<file path="src/rtl/mem_access_stage_pkg.sv">
// Shared constants and FSM encoding for the MEM pipeline stage.
// Element widths, default lane count and writeback-enable bit positions live here.
package mem_access_stage_pkg;

    localparam int INT8   = 8;
    localparam int INT32  = 32;
    localparam int LENGTH = 16;

    localparam int WB_S = 0;
    localparam int WB_V = 1;

    typedef enum logic {
        IDLE = 1'b0,
        BUSY = 1'b1
    } state_t;

endpackage

</file>
<file path="src/rtl/mem_access_stage_mem_req_ctrl.sv">
// Data-memory request controller: IDLE/BUSY FSM plus the registers that hold
// the request stable on the memory port until it is acknowledged.
module mem_access_stage_mem_req_ctrl #(
    parameter int ADDR_W = 16,
    parameter int DATA_W = 128
) (
    input  logic              clk,
    input  logic              rst_n,
    input  logic              i_valid,
    input  logic              i_mem,
    input  logic              i_we,
    input  logic              i_vec,
    input  logic [ADDR_W-1:0] i_addr,
    input  logic [DATA_W-1:0] i_wdata,
    input  logic              i_ack,
    output logic              o_ready,
    output logic              o_launch,
    output logic              o_done,
    output logic              o_req,
    output logic              o_we,
    output logic              o_vec,
    output logic [ADDR_W-1:0] o_addr,
    output logic [DATA_W-1:0] o_wdata
);
    import mem_access_stage_pkg::*;

    state_t r_state;
    state_t w_next;

    // NOTE: sequential state uses non-blocking assignments so every flop samples pre-edge values.
    always_ff @(posedge clk or negedge rst_n) begin
        if (!rst_n) r_state <= IDLE;
        else        r_state <= w_next;
    end

    // NOTE: every combinational output is defaulted first so no path can infer a latch.
    always_comb begin
        w_next   = r_state;
        o_ready  = 1'b0;
        o_launch = 1'b0;
        o_done   = 1'b0;
        case (r_state)
            IDLE: begin
                o_ready = 1'b1;
                if (i_valid && i_mem) begin
                    o_launch = 1'b1;
                    w_next   = BUSY;
                end
            end
            BUSY: begin
                if (i_ack) begin
                    o_done = 1'b1;
                    w_next = IDLE;
                end
            end
            default: w_next = IDLE;
        endcase
    end

    // The request is a pure function of the state flop, so async reset drops it at once.
    assign o_req = (r_state == BUSY);

    always_ff @(posedge clk or negedge rst_n) begin
        if (!rst_n) begin
            o_we    <= 1'b0;
            o_vec   <= 1'b0;
            o_addr  <= '0;
            o_wdata <= '0;
        end else if (o_launch) begin
            o_we    <= i_we;
            o_vec   <= i_vec;
            o_addr  <= i_addr;
            o_wdata <= i_wdata;
        end
    end

endmodule

</file>
<file path="src/rtl/mem_access_stage.sv">
// MEM pipeline stage: scalar/vector load/store over a req/ack port, stalling EX
// while an access is outstanding, and registering everything writeback consumes.
module mem_access_stage #(
    parameter int LENGTH = mem_access_stage_pkg::LENGTH,
    parameter int ADDR_W = 16
) (
    input  logic                  clk,
    input  logic                  rst_n,
    input  logic                  ex_valid,
    output logic                  ex_ready,
    input  logic [4:0]            ex_rD,
    input  logic [31:0]           ex_s_result,
    input  logic [LENGTH*8-1:0]   ex_v_result,
    input  logic [ADDR_W-1:0]     ex_addr,
    input  logic [31:0]           ex_s_wdata,
    input  logic [LENGTH*8-1:0]   ex_v_wdata,
    input  logic                  ex_ldr,
    input  logic                  ex_str,
    input  logic                  ex_vec,
    input  logic [1:0]            ex_wb,
    input  logic [LENGTH*8-1:0]   ex_conv_result,
    input  logic [4:0]            ex_conv_addr,
    input  logic                  ex_conv_write,
    output logic                  mem_req,
    output logic                  mem_we,
    output logic                  mem_vec,
    output logic [ADDR_W-1:0]     mem_addr,
    output logic [LENGTH*8-1:0]   mem_wdata,
    input  logic                  mem_ack,
    input  logic [LENGTH*8-1:0]   mem_rdata,
    output logic [4:0]            wb_rD,
    output logic [31:0]           wb_s_result,
    output logic [LENGTH*8-1:0]   wb_v_result,
    output logic [31:0]           wb_smem,
    output logic [LENGTH*8-1:0]   wb_vmem,
    output logic                  wb_ldr,
    output logic [1:0]            wb_wb,
    output logic [LENGTH*8-1:0]   wb_conv_result,
    output logic [4:0]            wb_conv_addr,
    output logic                  wb_conv_write
);
    import mem_access_stage_pkg::*;

    localparam int VW = LENGTH * INT8;

    logic          w_is_mem;
    logic          w_we;
    logic [VW-1:0] w_wdata;
    logic          w_launch;
    logic          w_done;

    // A simultaneous ldr+str is illegal and resolves to a load.
    assign w_is_mem = ex_ldr | ex_str;
    assign w_we     = ex_str & ~ex_ldr;
    assign w_wdata  = ex_vec ? ex_v_wdata : {{(VW-INT32){1'b0}}, ex_s_wdata};

    mem_access_stage_mem_req_ctrl #(
        .ADDR_W (ADDR_W),
        .DATA_W (VW)
    ) u_req_ctrl (
        .clk      (clk),
        .rst_n    (rst_n),
        .i_valid  (ex_valid),
        .i_mem    (w_is_mem),
        .i_we     (w_we),
        .i_vec    (ex_vec),
        .i_addr   (ex_addr),
        .i_wdata  (w_wdata),
        .i_ack    (mem_ack),
        .o_ready  (ex_ready),
        .o_launch (w_launch),
        .o_done   (w_done),
        .o_req    (mem_req),
        .o_we     (mem_we),
        .o_vec    (mem_vec),
        .o_addr   (mem_addr),
        .o_wdata  (mem_wdata)
    );

    logic [4:0]    r_op_rD;
    logic [31:0]   r_op_s_result;
    logic [VW-1:0] r_op_v_result;
    logic          r_op_ldr;
    logic          r_op_vec;
    logic [1:0]    r_op_wb;
    logic [VW-1:0] r_op_conv_result;
    logic [4:0]    r_op_conv_addr;
    logic          r_op_conv_write;

    // NOTE: the held op is reset too, so an access aborted by reset leaves nothing to replay.
    always_ff @(posedge clk or negedge rst_n) begin
        if (!rst_n) begin
            r_op_rD          <= '0;
            r_op_s_result    <= '0;
            r_op_v_result    <= '0;
            r_op_ldr         <= 1'b0;
            r_op_vec         <= 1'b0;
            r_op_wb          <= '0;
            r_op_conv_result <= '0;
            r_op_conv_addr   <= '0;
            r_op_conv_write  <= 1'b0;
        end else if (w_launch) begin
            r_op_rD          <= ex_rD;
            r_op_s_result    <= ex_s_result;
            r_op_v_result    <= ex_v_result;
            r_op_ldr         <= ex_ldr;
            r_op_vec         <= ex_vec;
            r_op_wb          <= ex_wb;
            r_op_conv_result <= ex_conv_result;
            r_op_conv_addr   <= ex_conv_addr;
            r_op_conv_write  <= ex_conv_write;
        end
    end

    // Launch, waiting and idle cycles all fall to the bubble branch; only write enables clear.
    always_ff @(posedge clk or negedge rst_n) begin
        if (!rst_n) begin
            wb_rD          <= '0;
            wb_s_result    <= '0;
            wb_v_result    <= '0;
            wb_smem        <= '0;
            wb_vmem        <= '0;
            wb_ldr         <= 1'b0;
            wb_wb          <= '0;
            wb_conv_result <= '0;
            wb_conv_addr   <= '0;
            wb_conv_write  <= 1'b0;
        end else if (w_done) begin
            wb_rD          <= r_op_rD;
            wb_s_result    <= r_op_s_result;
            wb_v_result    <= r_op_v_result;
            wb_smem        <= (r_op_ldr && !r_op_vec) ? mem_rdata[INT32-1:0] : '0;
            wb_vmem        <= (r_op_ldr &&  r_op_vec) ? mem_rdata : '0;
            wb_ldr         <= r_op_ldr;
            wb_wb          <= r_op_ldr ? r_op_wb : 2'b00;
            wb_conv_result <= r_op_conv_result;
            wb_conv_addr   <= r_op_conv_addr;
            wb_conv_write  <= r_op_conv_write;
        end else if (ex_ready && ex_valid && !w_is_mem) begin
            wb_rD          <= ex_rD;
            wb_s_result    <= ex_s_result;
            wb_v_result    <= ex_v_result;
            wb_smem        <= '0;
            wb_vmem        <= '0;
            wb_ldr         <= ex_ldr;
            wb_wb          <= ex_wb;
            wb_conv_result <= ex_conv_result;
            wb_conv_addr   <= ex_conv_addr;
            wb_conv_write  <= ex_conv_write;
        end else begin
            wb_wb[WB_S]    <= 1'b0;
            wb_wb[WB_V]    <= 1'b0;
            wb_conv_write  <= 1'b0;
        end
    end

endmodule

</file>
<file path="config.mk">
export PLATFORM = sky130hd
export DESIGN_NAME = mem_access_stage
export DESIGN_NICKNAME = d
export VERILOG_FILES = /design/src/rtl/mem_access_stage_pkg.sv /design/src/rtl/mem_access_stage_mem_req_ctrl.sv /design/src/rtl/mem_access_stage.sv
export SDC_FILE = /design/constraint.sdc
export NUM_CORES = 1
export LEC_CHECK = 0
export ABC_AREA = 0
export CORE_AREA = 2 2 479 481
export DETAILED_ROUTE_END_ITERATION = 16
export DIE_AREA = 0 0 481 483
export SLEW_MARGIN = 20
export SYNTH_ARGS = -nofsm -noshare
export SYNTH_HDL_FRONTEND = slang
export SYNTH_SLANG_ARGS = --single-unit
</file>
<file path="constraint.sdc">
create_clock -name clk -period 3.41 [get_ports clk]
set_input_delay 0.341 -clock clk [delete_from_list [all_inputs] [get_ports clk]]
set_output_delay 0.341 -clock clk [all_outputs]
set_load 0.02 [all_outputs]
</file>
; Yosys cells after proc, flatten, opt, wreduce, memory -nomap -nowiden
; Cells that the tools add are included.
[totals]
inputBits = 612
wordCells = 66
regBits = 911
[classes]
n_mux = 31
reduce_logical = 8
bitwise = 4
[op_table]
columns = op, count
row1 = 2-to-1 mux 128 bit, 8
row2 = 2-to-1 mux 32 bit, 5
row3 = 2-to-1 mux 5 bit, 4
row4 = 2-to-1 mux 1 bit, 10
row5 = 2-to-1 mux 2 bit, 3
row6 = logical AND 1 bit, 5
row7 = zero test 1 bit, 2
row8 = inverter 1 bit, 2
row9 = one-hot mux 1 bit (2 select lines), 1
row10 = nonzero test 2 bit, 1
row11 = AND 1 bit, 1
row12 = bitwise OR 1 bit, 1

; Logic depth before layout (Yosys ltp)
; Gate-level depths: netlist of the first run.
[depth]
word_depth = 5
mapped_depth = 7
depth_no_buf = 3

; Modules after synthesis
; Synthesis of the first run repeated with hierarchy kept, for this count alone.
[hier_totals]
cells_unflattened = 2874
area_unflattened_um2 = 37372.1
[by_module_without_submodules]
columns = mod, instances, area_each_um2, cells_each
row1 = mem_access_stage, 1, 31843.0, 2560
row2 = mem_access_stage_mem_req_ctrl, 1, 5529.1, 314

; Least setup slack after synthesis of the first run
; Ideal clock, no wire load.
[synth_path]
path_type = reg2reg
start = register u_req_ctrl.r_state, in the netlist u_req_ctrl.o_req
end = register u_req_ctrl.o_addr[10]
path_stages_with_launch = 6
setup_slack_ps = 1507
setup_time_ps = 125
required_ps = 3285
period_less_slack_ps = 1903
arrival_time_ps = 1778
cell_sequence = dfrtp_1 > nand2b_1 > clkbuf_1 > nor2_2 > buf_2 > mux2_2
[synth_via]
elab_chain_len = 1
[synth_rtl]
columns = item, line
row1 = from (decl), mem_access_stage_mem_req_ctrl.sv:27  ; state_t r_state;
row2 = from (signal assigned), mem_access_stage_mem_req_ctrl.sv:33  ; else r_state <= w_next;
row3 = 2-to-1 mux 1 bit, mem_access_stage_mem_req_ctrl.sv:42  ; case (r_state)
row4 = to (signal assigned), mem_access_stage_mem_req_ctrl.sv:72  ; o_addr <= i_addr;
row5 = to (decl), mem_access_stage_mem_req_ctrl.sv:22  ; output logic [ADDR_W-1:0] o_addr,
; Every way passes these cells.
; A chain may end at the register's enable or synchronous reset.

; Worst setup path in the final report of the first run
[layout_path]
start = register u_req_ctrl.r_state, in the netlist u_req_ctrl.o_req
end = output ex_ready
[layout_via]
elab_chain_len = 1
[layout_rtl]
columns = item, line
row1 = 2-to-1 mux 1 bit, mem_access_stage_mem_req_ctrl.sv:42
row2 = to (decl), mem_access_stage.sv:10  ; output logic ex_ready,
; Every way passes these cells.

==> results of run 1 <==
==> logic make-up after synthesis <==
family	Yosys count
and+or+nand+nor	1002
buffers and inverters	291
AOI/OAI and AO/OA	723
DFF	911
muxes	350
==> sequential cells by signal, summed over array words and instances, names as in the netlist, 16 cells and up <==
name / count
r_op_conv_result: 128
r_op_s_result: 32
r_op_v_result: 128
u_req_ctrl.o_addr: 16
u_req_ctrl.o_wdata: 128
wb_conv_result: 128
wb_s_result: 32
wb_smem: 32
wb_v_result: 128
wb_vmem: 128
==> report_power, final <==
part / leakage, nW / switching [mW] / internal (mW)
Clock: 1.77 / 5.00 / 6.93
Sequential: 10.9 / 1.59 / 13.4
Combinational: 10.1 / 7.13 / 5.59
Total: 22.8 / 13.7 / 25.9
==> path summary, 6_finish.rpt <==
check | slack, ps | start | end | cells after the start
min in group asynchronous | 180 | rst_n | wb_vmem[39] | 2
worst min register to register | 500 | r_op_v_result[39] | r_op_v_result[39] | 1
worst max-delay path | 730 | u_req_ctrl.o_req | ex_ready | 2
max in group asynchronous | 2030 | rst_n | r_op_v_result[76] | 3
worst max register to register | 1060 | u_req_ctrl.o_req | wb_vmem[34] | 5
worst min-delay path | 160 | ex_v_wdata[119] | u_req_ctrl.o_wdata[119] | 3
==> worst max-delay path, delay by kind of cell (launching register included) <==
kind | cells | cell delay [ps]
flops | 1 | 490
buf+inv | 2 | 1090
==> final cells by class <==
type / count / area, sq um
fillers: 24000 / 170000
flip-flops and latches: 911 / 22800
repair buffers: 1333 / 13600
multi-input cells: 2075 / 12700
well taps: 3009 / 3760
clock buffers: 151 / 3050
clock inverters: 40 / 573
diodes: 24 / 60.1
inverters: 1 / 3.75
==> cell usage after synthesis, drive strengths merged (2+ instances only) <==
library cell	n
a31oi	298
dfrtp	911
nor2	3
clkbuf	186
nor3	298
a22o	163
mux2	318
nand2	694
mux2i	32
buf	104
a21oi	2
a32o	2
o21ai	258
==> per-stage QoR <==
step	worst slack [ps]	area, sq um	power, mW	instances	hold slack, ps
final	733	56600	39.6	7544	157
after global routing	571	56600	41.6	7544	100
after CTS	503	56500	40.2	7520	52.8
after detailed placement	740	52900	27.9	7327	414
after global placement	742	52900	27.7	7327	419
after floorplan	1510	36700	20.3	3277	45.4
==> per-layer routing <==
layer  GRT usage  up-vias  part of all wire
li1            -    14000                 -
met1       0.180    16400              0.39
met2       0.239     1416              0.45
met3      0.0686      311              0.11
met4      0.0819       20             0.052
met5           0        -           0.00075
==> what timing repair did <==
item / CTS / global route
hold endpoints to repair: 58 / 0
buffers inserted: 0 / 0
hold buffers: 2 / 0
==> run metrics, run 1 <==
IO Port Bufs=1,221; Final Max Tran Viols=0; Max-Cap Viols=0; root buffer cell=clkbuf_16; critical path type=reg -> out; H-tree level count=3; Synth area leader=dfrtp_1; worst vdd ir=0.529 mV; relative slew slack=0.290; pin count of the biggest net entering global routing=162; Reg clk slew, reported paths=60 ps; aggregate global-route resource usage=0.155; DRC=0; critical path cell sequence=inv_1 > clkdlybuf4s50_1; Finished Core Util=0.249; Post-Syn Nets=3,889; multiplexer share of the synthesized area=0.106; Post-synth EDFFs=0; Fin. Hold Viols=0; period utilization=0.785; Die Ht=slightly below 500 um; critical path arrival=2340 ps; Seq/Total Area, Yosys=0.620; XOR/XNOR Fraction of Synth Area=0; first-pass GRT wire length=257,000 um; global route overflow=0; top-area cell type share of the netlist area=0.620; share of cells above drive strength 1=0.135; Synth Area in Compound Gates=0.126; via count=32,100; WL per Instance=24.8 um; pwr dens=approximately 700 nW/um^2; Mapped Area=around 37,000 sq um; Antenna Nets Post-Route=0; syn avg cell area=11.2 sq um; outcome=completed; Top FF cell, synth=dfrtp_1; Synth-to-Final Area Change=54.0%; Yosys reg bits=around 910; ranking of synthesized cells by area=dfrtp_1, mux2_2, nand2_1; Max clock buf depth=3; Syn Inst Count=3,277; core area=227,000 sq um; max frequency=0.374 GHz; DRT Pass-1 Iters=5; gp weighted congestion=0.931; Post-CTS Resized=0; DIE WIDTH=slightly below 500 um; commonest cells after routing, fill and taps aside=clkdlybuf4s50_1, dfrtp_1, nand2_1, mux2_2; RSZ-0062 raised after global routing=no; most common cell after layout, fill and taps aside=clkdlybuf4s50_1; DP Wirelength=145,000 um; CP max stage cell=clkdlybuf4s50_1; Cell variety after synth=26; final critical-path required period=2680 ps; CTS tree=yes; share of flip-flops with an asynchronous set or reset=1.00; largest family of logic cells by synthesized area=compound AO/OA/AOI/OAI gates; FP Rows=175; final setup vio count=0; setup TNS=0 ps; Post-Synth Adder-Cell Area=0; Synth Warn #=0; number of clock sinks=911; vias per cell=4.26; First DRT Iteration DRCs=2,086; Worst-Skew Late Latency=750 ps; vias in the first global route=~32,000; Hold Crit Class=in -> reg; die area=232,000 sq um; Worst EP required=3070 ps; antenna violations before repair=63; Worst setup SP type=flop; Critical Path Sink Type=primary output; Worst-Margin Slew=approximately 1100 ps; CP max stage delay=970 ps; Leak=22.8 nW; Detailed Route WL=about 190,000 um; cts bufs inserted=approximately 110; Post-Synth Simple-Gate Area=0.113; CP Max Fanout=7; clk_skew=55.4 ps; Ports=1,222; Initial Util=0.162; nets@finish=5,041
Power figures use the tool's default switching activity.
==> run 2: changes to the inputs <==
--- a/config.mk
+++ b/config.mk
@@ -6,9 +6,9 @@
 export NUM_CORES = 1
 export LEC_CHECK = 0
 export ABC_AREA = 0
-export CORE_AREA = 2 2 479 481
+export CORE_AREA = 2 2 478 480
 export DETAILED_ROUTE_END_ITERATION = 16
-export DIE_AREA = 0 0 481 483
+export DIE_AREA = 0 0 480 482
 export SLEW_MARGIN = 20
 export SYNTH_ARGS = -nofsm -noshare
 export SYNTH_HDL_FRONTEND = slang
==> constraint.sdc (replaced) <==
create_clock -name clk -period 2.4 [get_ports clk]
set_input_delay 0.24 -clock clk [delete_from_list [all_inputs] [get_ports clk]]
set_output_delay 0.24 -clock clk [all_outputs]
set_load 0.02 [all_outputs]
==> run metrics, run 2 (synthesis results as in run 1) <==
CP max stage cell=clkdlybuf4s50_1; Antenna Nets Post-Route=0 (unchanged); Power, Total=56.9 mW (+44%); worst hold stages=3 (unchanged); pwr dens=984 nW/um^2 (+40%); setup TNS=0 ps (unchanged); outcome=completed; power share of the clock group=0.304 (+0.003); core area=226,000 sq um (-0.19%); vias per cell=4.22 (-0.83%); global route overflow=0 (unchanged); relative slew slack=0.504 (+0.215); Power Internal=37.4 mW (+44%); DRC=0 (unchanged); most common cell after layout, fill and taps aside=clkdlybuf4s50_1; WL per Instance=24.8 um (-0.13%); number of clock sinks=911 (unchanged); commonest cells after routing, fill and taps aside=clkdlybuf4s50_1, dfrtp_1, nand2_1, mux2_2; share of cells above drive strength 1=0.145 (+0.0102); Synth-to-Final Area Change=57.4%; first-pass GRT wire length=258,000 um (+0.37%); Worst-Skew Late Latency=730 ps (-20 ps); critical path arrival=2060 ps (-280 ps); CP max stage delay=960 ps (about the same); critical path cell sequence=clkdlybuf4s50_1; First DRT Iteration DRCs=2,153 (+3.2%); CTS tree=yes; period utilization=0.958; final setup vio count=0 (unchanged); via count=32,200 (+0.40%); antenna violations before repair=63 (unchanged); Reg clk slew, reported paths=60 ps (about the same); root buffer cell=clkbuf_16; Max clock buf depth=3 (unchanged); DIE WIDTH=480 um (-0.21%); vias in the first global route=32,200 (+1.1%); Leak=23.4 nW (+2.6%); critical path type=reg -> out; Fin. Hold Viols=0 (unchanged); nets@finish=5,127 (+1.7%); DRT Pass-1 Iters=5 (unchanged); Hold Crit Class=in -> reg; Comb pwr share=0.322 (about the same); H-tree level count=3 (unchanged); aggregate global-route resource usage=0.156 (+0.00138); IO Port Bufs=1,221 (unchanged); Psw=19.6 mW (+43%); Initial Util=0.162 (+0.000313); Worst EP required=2160 ps (-910 ps); pin count of the biggest net entering global routing=78 (-52%); Max-Cap Viols=0 (unchanged); die area=231,000 sq um (-0.41%); clk_skew=48.1 ps (-7.30 ps); reg-to-reg startpoint=u_req_ctrl.o_req; gp weighted congestion=0.907 (-2.6%); Detailed Route WL=189,000 um (+1.1%); Hold Startpoint=ex_v_wdata[39]; Die Ht=482 um (-0.21%); worst r2r dst=r_op_conv_write; DP Wirelength=148,000 um (+2.2%); switch share=0.344 (-0.00241); Worst setup SP type=flop; Top delay family on crit path=buffers and inverters; RSZ-0062 raised after global routing=no; worst vdd ir=0.713 mV (+35%); R2R Setup Slk=380 ps (-680 ps); CP Max Fanout=2 (-5); FP Rows=175 (unchanged); Seq pwr share=0.374 (-0.004); stages on the worst setup path=1 (-1); max frequency=approximately 0.44 GHz; Hold EP=u_req_ctrl.o_wdata[39]; Worst-Margin Slew=743 ps (-322 ps); Final Max Tran Viols=0 (unchanged); Critical Path Sink Type=primary output; final critical-path required period=~2300 ps; cts bufs inserted=106 (-0.93%); Ports=1,222 (unchanged); r2r worst-path depth=5 (unchanged); Worst Path Buf+Inv=1 (-1)
## run 2: cell count changes in the layout (fill, tap and decap cells not counted), sizes merged
cell	delta
buf	+49
dlygate4sd3	+40
clkbuf	-4
clkinv	+4
bufinv	+2
clkdlybuf4s50	-2
diode	+2
inv	+2
## run 2: repair_timing
| item | in CTS | in global routing |
|---|---|---|
| endpoints found under the hold margin | 353 | 0 |
| hold buffers | 42 | 0 |
| gates resized for setup | 1 | 0 |
| setup buffers | 0 | 0 |
| endpoints found under the setup margin | 1 | 0 |
## run 2: per-layer routing
layer,GRT usage,wire length [um],vias up
met3,0.0629,19200,339
met1,0.185,74700,16300
li1,-,-,14200
met4,0.0801,10500,24
met5,0,147,-
met2,0.245,85000,1377
## run 2: how the worst max path moves through the flow
stage | startpoint | endpoint | slack, ps
5_1_grt | wb_v_result[52] | wb_v_result[52] | 20
3_3_place_gp | ex_valid | r_op_conv_addr[1] | 140
6_report | wb_vmem[1] | wb_vmem[1] | 100
4_1_cts | wb_s_result[30] | wb_s_result[30] | 20
2_1_floorplan | u_req_ctrl.o_req | u_req_ctrl.o_addr[10] | 500
3_5_place_dp | ex_valid | r_op_conv_write | 100
## run 2: cell type report
type | instances | area [sq um]
Timing Repair Buffer | 1420 | 14700
Antenna cell | 26 | 65.1
Clock inverter | 48 | 681
Fill cell | 23800 | 169000
Inverter | 1 | 3.75
Clock buffer | 147 | 3050
Multi-Input combinational cell | 2075 | 12700
Sequential cell | 911 | 22800
Tap cell | 3009 | 3760
## run 2: power groups by stage
stage / Combinational [mW] / Clock, mW / Sequential, mW
final: 18.4 / 17.3 / 21.3
after detailed placement: 18.4 / 0 / 21.5
after global placement: 18.3 / 0 / 21.3
after global routing: 19.5 / 18.4 / 21.7
after CTS: 18.6 / 17.9 / 21.2
after floorplan: 4.92 / 0 / 23.9
## run 2: metrics by stage
step / cell area [sq um] / setup slack, ps / instances / hold slack, ps / utilization
final: 57800 / 102 / 7637 / 76.3 / 0.255
after global routing: 57800 / 23.8 / 7627 / 42.5 / 0.255
after CTS: 57800 / 24.0 / 7611 / 0.166 / 0.255
after detailed placement: 53600 / 103 / 7374 / 324 / 0.237
after global placement: 53600 / 139 / 7374 / 311 / 0.237
after floorplan: 36700 / 497 / 3277 / -55.6 / -
## run 2: worst reg2reg max path: stages, from the launching register on
cell     delay [ps]
dfrtp_2         470
and2b_1         280
o21ai_4         110
buf_12          250
buf_12          380
mux2_2          420
==> run 3: changes to the inputs <==
--- a/config.mk
+++ b/config.mk
@@ -9,6 +9,7 @@
 export CORE_AREA = 2 2 478 480
 export DETAILED_ROUTE_END_ITERATION = 16
 export DIE_AREA = 0 0 480 482
+export REMOVE_ABC_BUFFERS = 1
 export SLEW_MARGIN = 20
 export SYNTH_ARGS = -nofsm -noshare
 export SYNTH_HDL_FRONTEND = slang
==> run metrics, run 3 (synthesis results as in run 1) <==
outcome=completed; CP most frequent cell=buf_12; Worst setup SP type=flop; Critical Path Sink Type=flop; via count=33,200 (+2.9%); DRT Pass-1 Iters=6 (+1); Psw=19.0 mW (-2.9%); gp weighted congestion=0.896 (-1.2%); power share of the clock group=0.298 (-0.006); RSZ-0062 raised after global routing=no; antenna violations before repair=63 (unchanged); DP Wirelength=142,000 um (-3.8%); Ports=1,222 (unchanged); pin count of the biggest net entering global routing=129 (+65%); Hold Crit Class=in -> reg; Fin. Hold Viols=0 (unchanged); aggregate global-route resource usage=0.154 (-0.00199); core area=226,000 sq um (unchanged); R2R Setup Slk=170 ps (-210 ps); Max-Cap Viols=0 (unchanged); Detailed Route WL=186,000 um (-1.8%); period utilization=0.931 (-0.0268); Finished Core Util=0.261 (+0.00563); Comb pwr share=0.321 (about the same); FP Rows=175 (unchanged); DP Worst Slack=-36.9 ps (-140 ps); Antenna Nets Post-Route=0 (unchanged); critical path type=reg -> reg; nets@finish=5,285 (+3.1%); global route overflow=0 (unchanged); max frequency=0.448 GHz (+2.9%); first-pass GRT wire length=257,000 um (-0.13%); clk_skew=58.4 ps (+10.3 ps); critical path cell sequence=nor4b_4 > buf_12 > buf_12 > buf_4 > nor3_1 > a31oi_1; relative slew slack=0.491 (-0.0134); root buffer cell=clkbuf_16; Die Ht=482 um (unchanged); worst vdd ir=0.726 mV (+1.7%); DRC=0 (unchanged); vias in the first global route=33,900 (+5.2%); WL per Instance=23.9 um (-3.6%); die area=231,000 sq um (unchanged); CP Max Fanout=33 (+31); Max clock buf depth=3 (unchanged); H-tree level count=3 (unchanged); Synth-to-Final Area Change=60.9%; worst setup margin=166 ps (+64.4 ps); Power Internal=37.0 mW (-0.88%); commonest cells after routing, fill and taps aside=clkdlybuf4s50_1, dfrtp_1, nand2_1, mux2_2; Worst EP required=3040 ps (+880 ps); Final Max Tran Viols=0 (unchanged); share of cells above drive strength 1=0.137 (-0.00801); Reg clk slew, reported paths=60 ps (about the same); CTS tree=yes; pwr dens=948 nW/um^2 (-3.7%); Post CTS Setup Buffer Count=0 (unchanged); DIE WIDTH=480 um (unchanged); cts bufs inserted=106 (unchanged); Power, Total=56.0 mW (-1.6%); Worst-Margin Slew=767 ps (+23.1 ps); Initial Util=0.162 (unchanged); Filler cells=23,600 (-0.76%); CP max stage delay=540 ps (-420 ps); CP max stage cell=nor4b_4; IO Port Bufs=1,221 (unchanged); number of clock sinks=911 (unchanged); Leak=23.9 nW (+2.3%); switch share=0.339 (-0.00463); final setup vio count=0 (unchanged); Seq pwr share=0.381 (+0.007); most common cell after layout, fill and taps aside=clkdlybuf4s50_1; final critical-path required period=2230 ps (-64.4 ps); Worst-Skew Late Latency=770 ps (+40 ps); vias per cell=4.26 (+0.88%); critical path arrival=2870 ps (+810 ps); First DRT Iteration DRCs=2,050 (-4.8%)
## run 3: path summary, 6_finish.rpt
check                                      from            endpoint  depth (start not counted)
min in group asynchronous                 rst_n         wb_vmem[71]                          2
max in group asynchronous                 rst_n   r_op_v_result[82]                          3
hold / removal                    mem_rdata[51]         wb_vmem[51]                          2
setup reg to reg               u_req_ctrl.o_req      wb_s_result[3]                          6
hold reg to reg            r_op_conv_result[44]  wb_conv_result[44]                          2
setup / recovery               u_req_ctrl.o_req      wb_s_result[3]                          6
## run 3: layout make-up
type / count / area [sq um] / area share
Antenna cell: 23 / 57.6 / 0.000974
Sequential cell: 911 / 22800 / 0.386
Clock inverter: 38 / 561 / 0.00948
Multi-Input combinational cell: 2075 / 12700 / 0.216
Clock buffer: 151 / 3020 / 0.0511
Timing Repair Buffer: 1578 / 16200 / 0.274
Inverter: 1 / 3.75 / 0.0000635
Tap cell: 3009 / 3760 / 0.0637
## run 3: per-layer routing
layer	track usage	vias up	wire length (um)
li1	-	14500	-
met3	0.0608	371	19000
met1	0.175	16700	69700
met4	0.0798	46	9440
met2	0.252	1550	87700
met5	0	-	278
## run 3: power groups by stage
stage	Clock, mW	Sequential (mW)	Combinational [mW]
detailed placement	0	21.5	17.8
global placement	0	21.4	17.7
global route	17.8	21.8	19.1
CTS	17.2	21.3	18.2
floorplan	0	24.0	5.53
finish	16.7	21.3	18.0
## run 3: timing repair
| item | CTS | global route |
|---|---|---|
| resized for setup | 8 | 0 |
| setup endpoints to repair | 8 | 0 |
| hold buffers | 203 | 0 |
| endpoints found under the hold margin | 502 | 0 |
## run 3: stage by stage
| stage | setup TNS, ps | hold slack, ps | area (sq um) | instances |
|---|---|---|---|---|
| after global routing | 0 | 47.5 | 59100 | 7776 |
| final | 0 | 97.2 | 59100 | 7786 |
| after CTS | 0 | 0.298 | 59100 | 7763 |
| after global placement | -589 | 300 | 53500 | 7371 |
| after detailed placement | -515 | 307 | 53500 | 7371 |
| after floorplan | - | -55.6 | 35500 | 2987 |
## run 3: worst max-delay path, delay by kind of cell (launching register included)
family	cells	cell delay [ps]
buffers and inverters	3	760
AND/OR/NAND/NOR	2	610
flip-flops	1	490
AO/OA/AOI/OAI	1	180
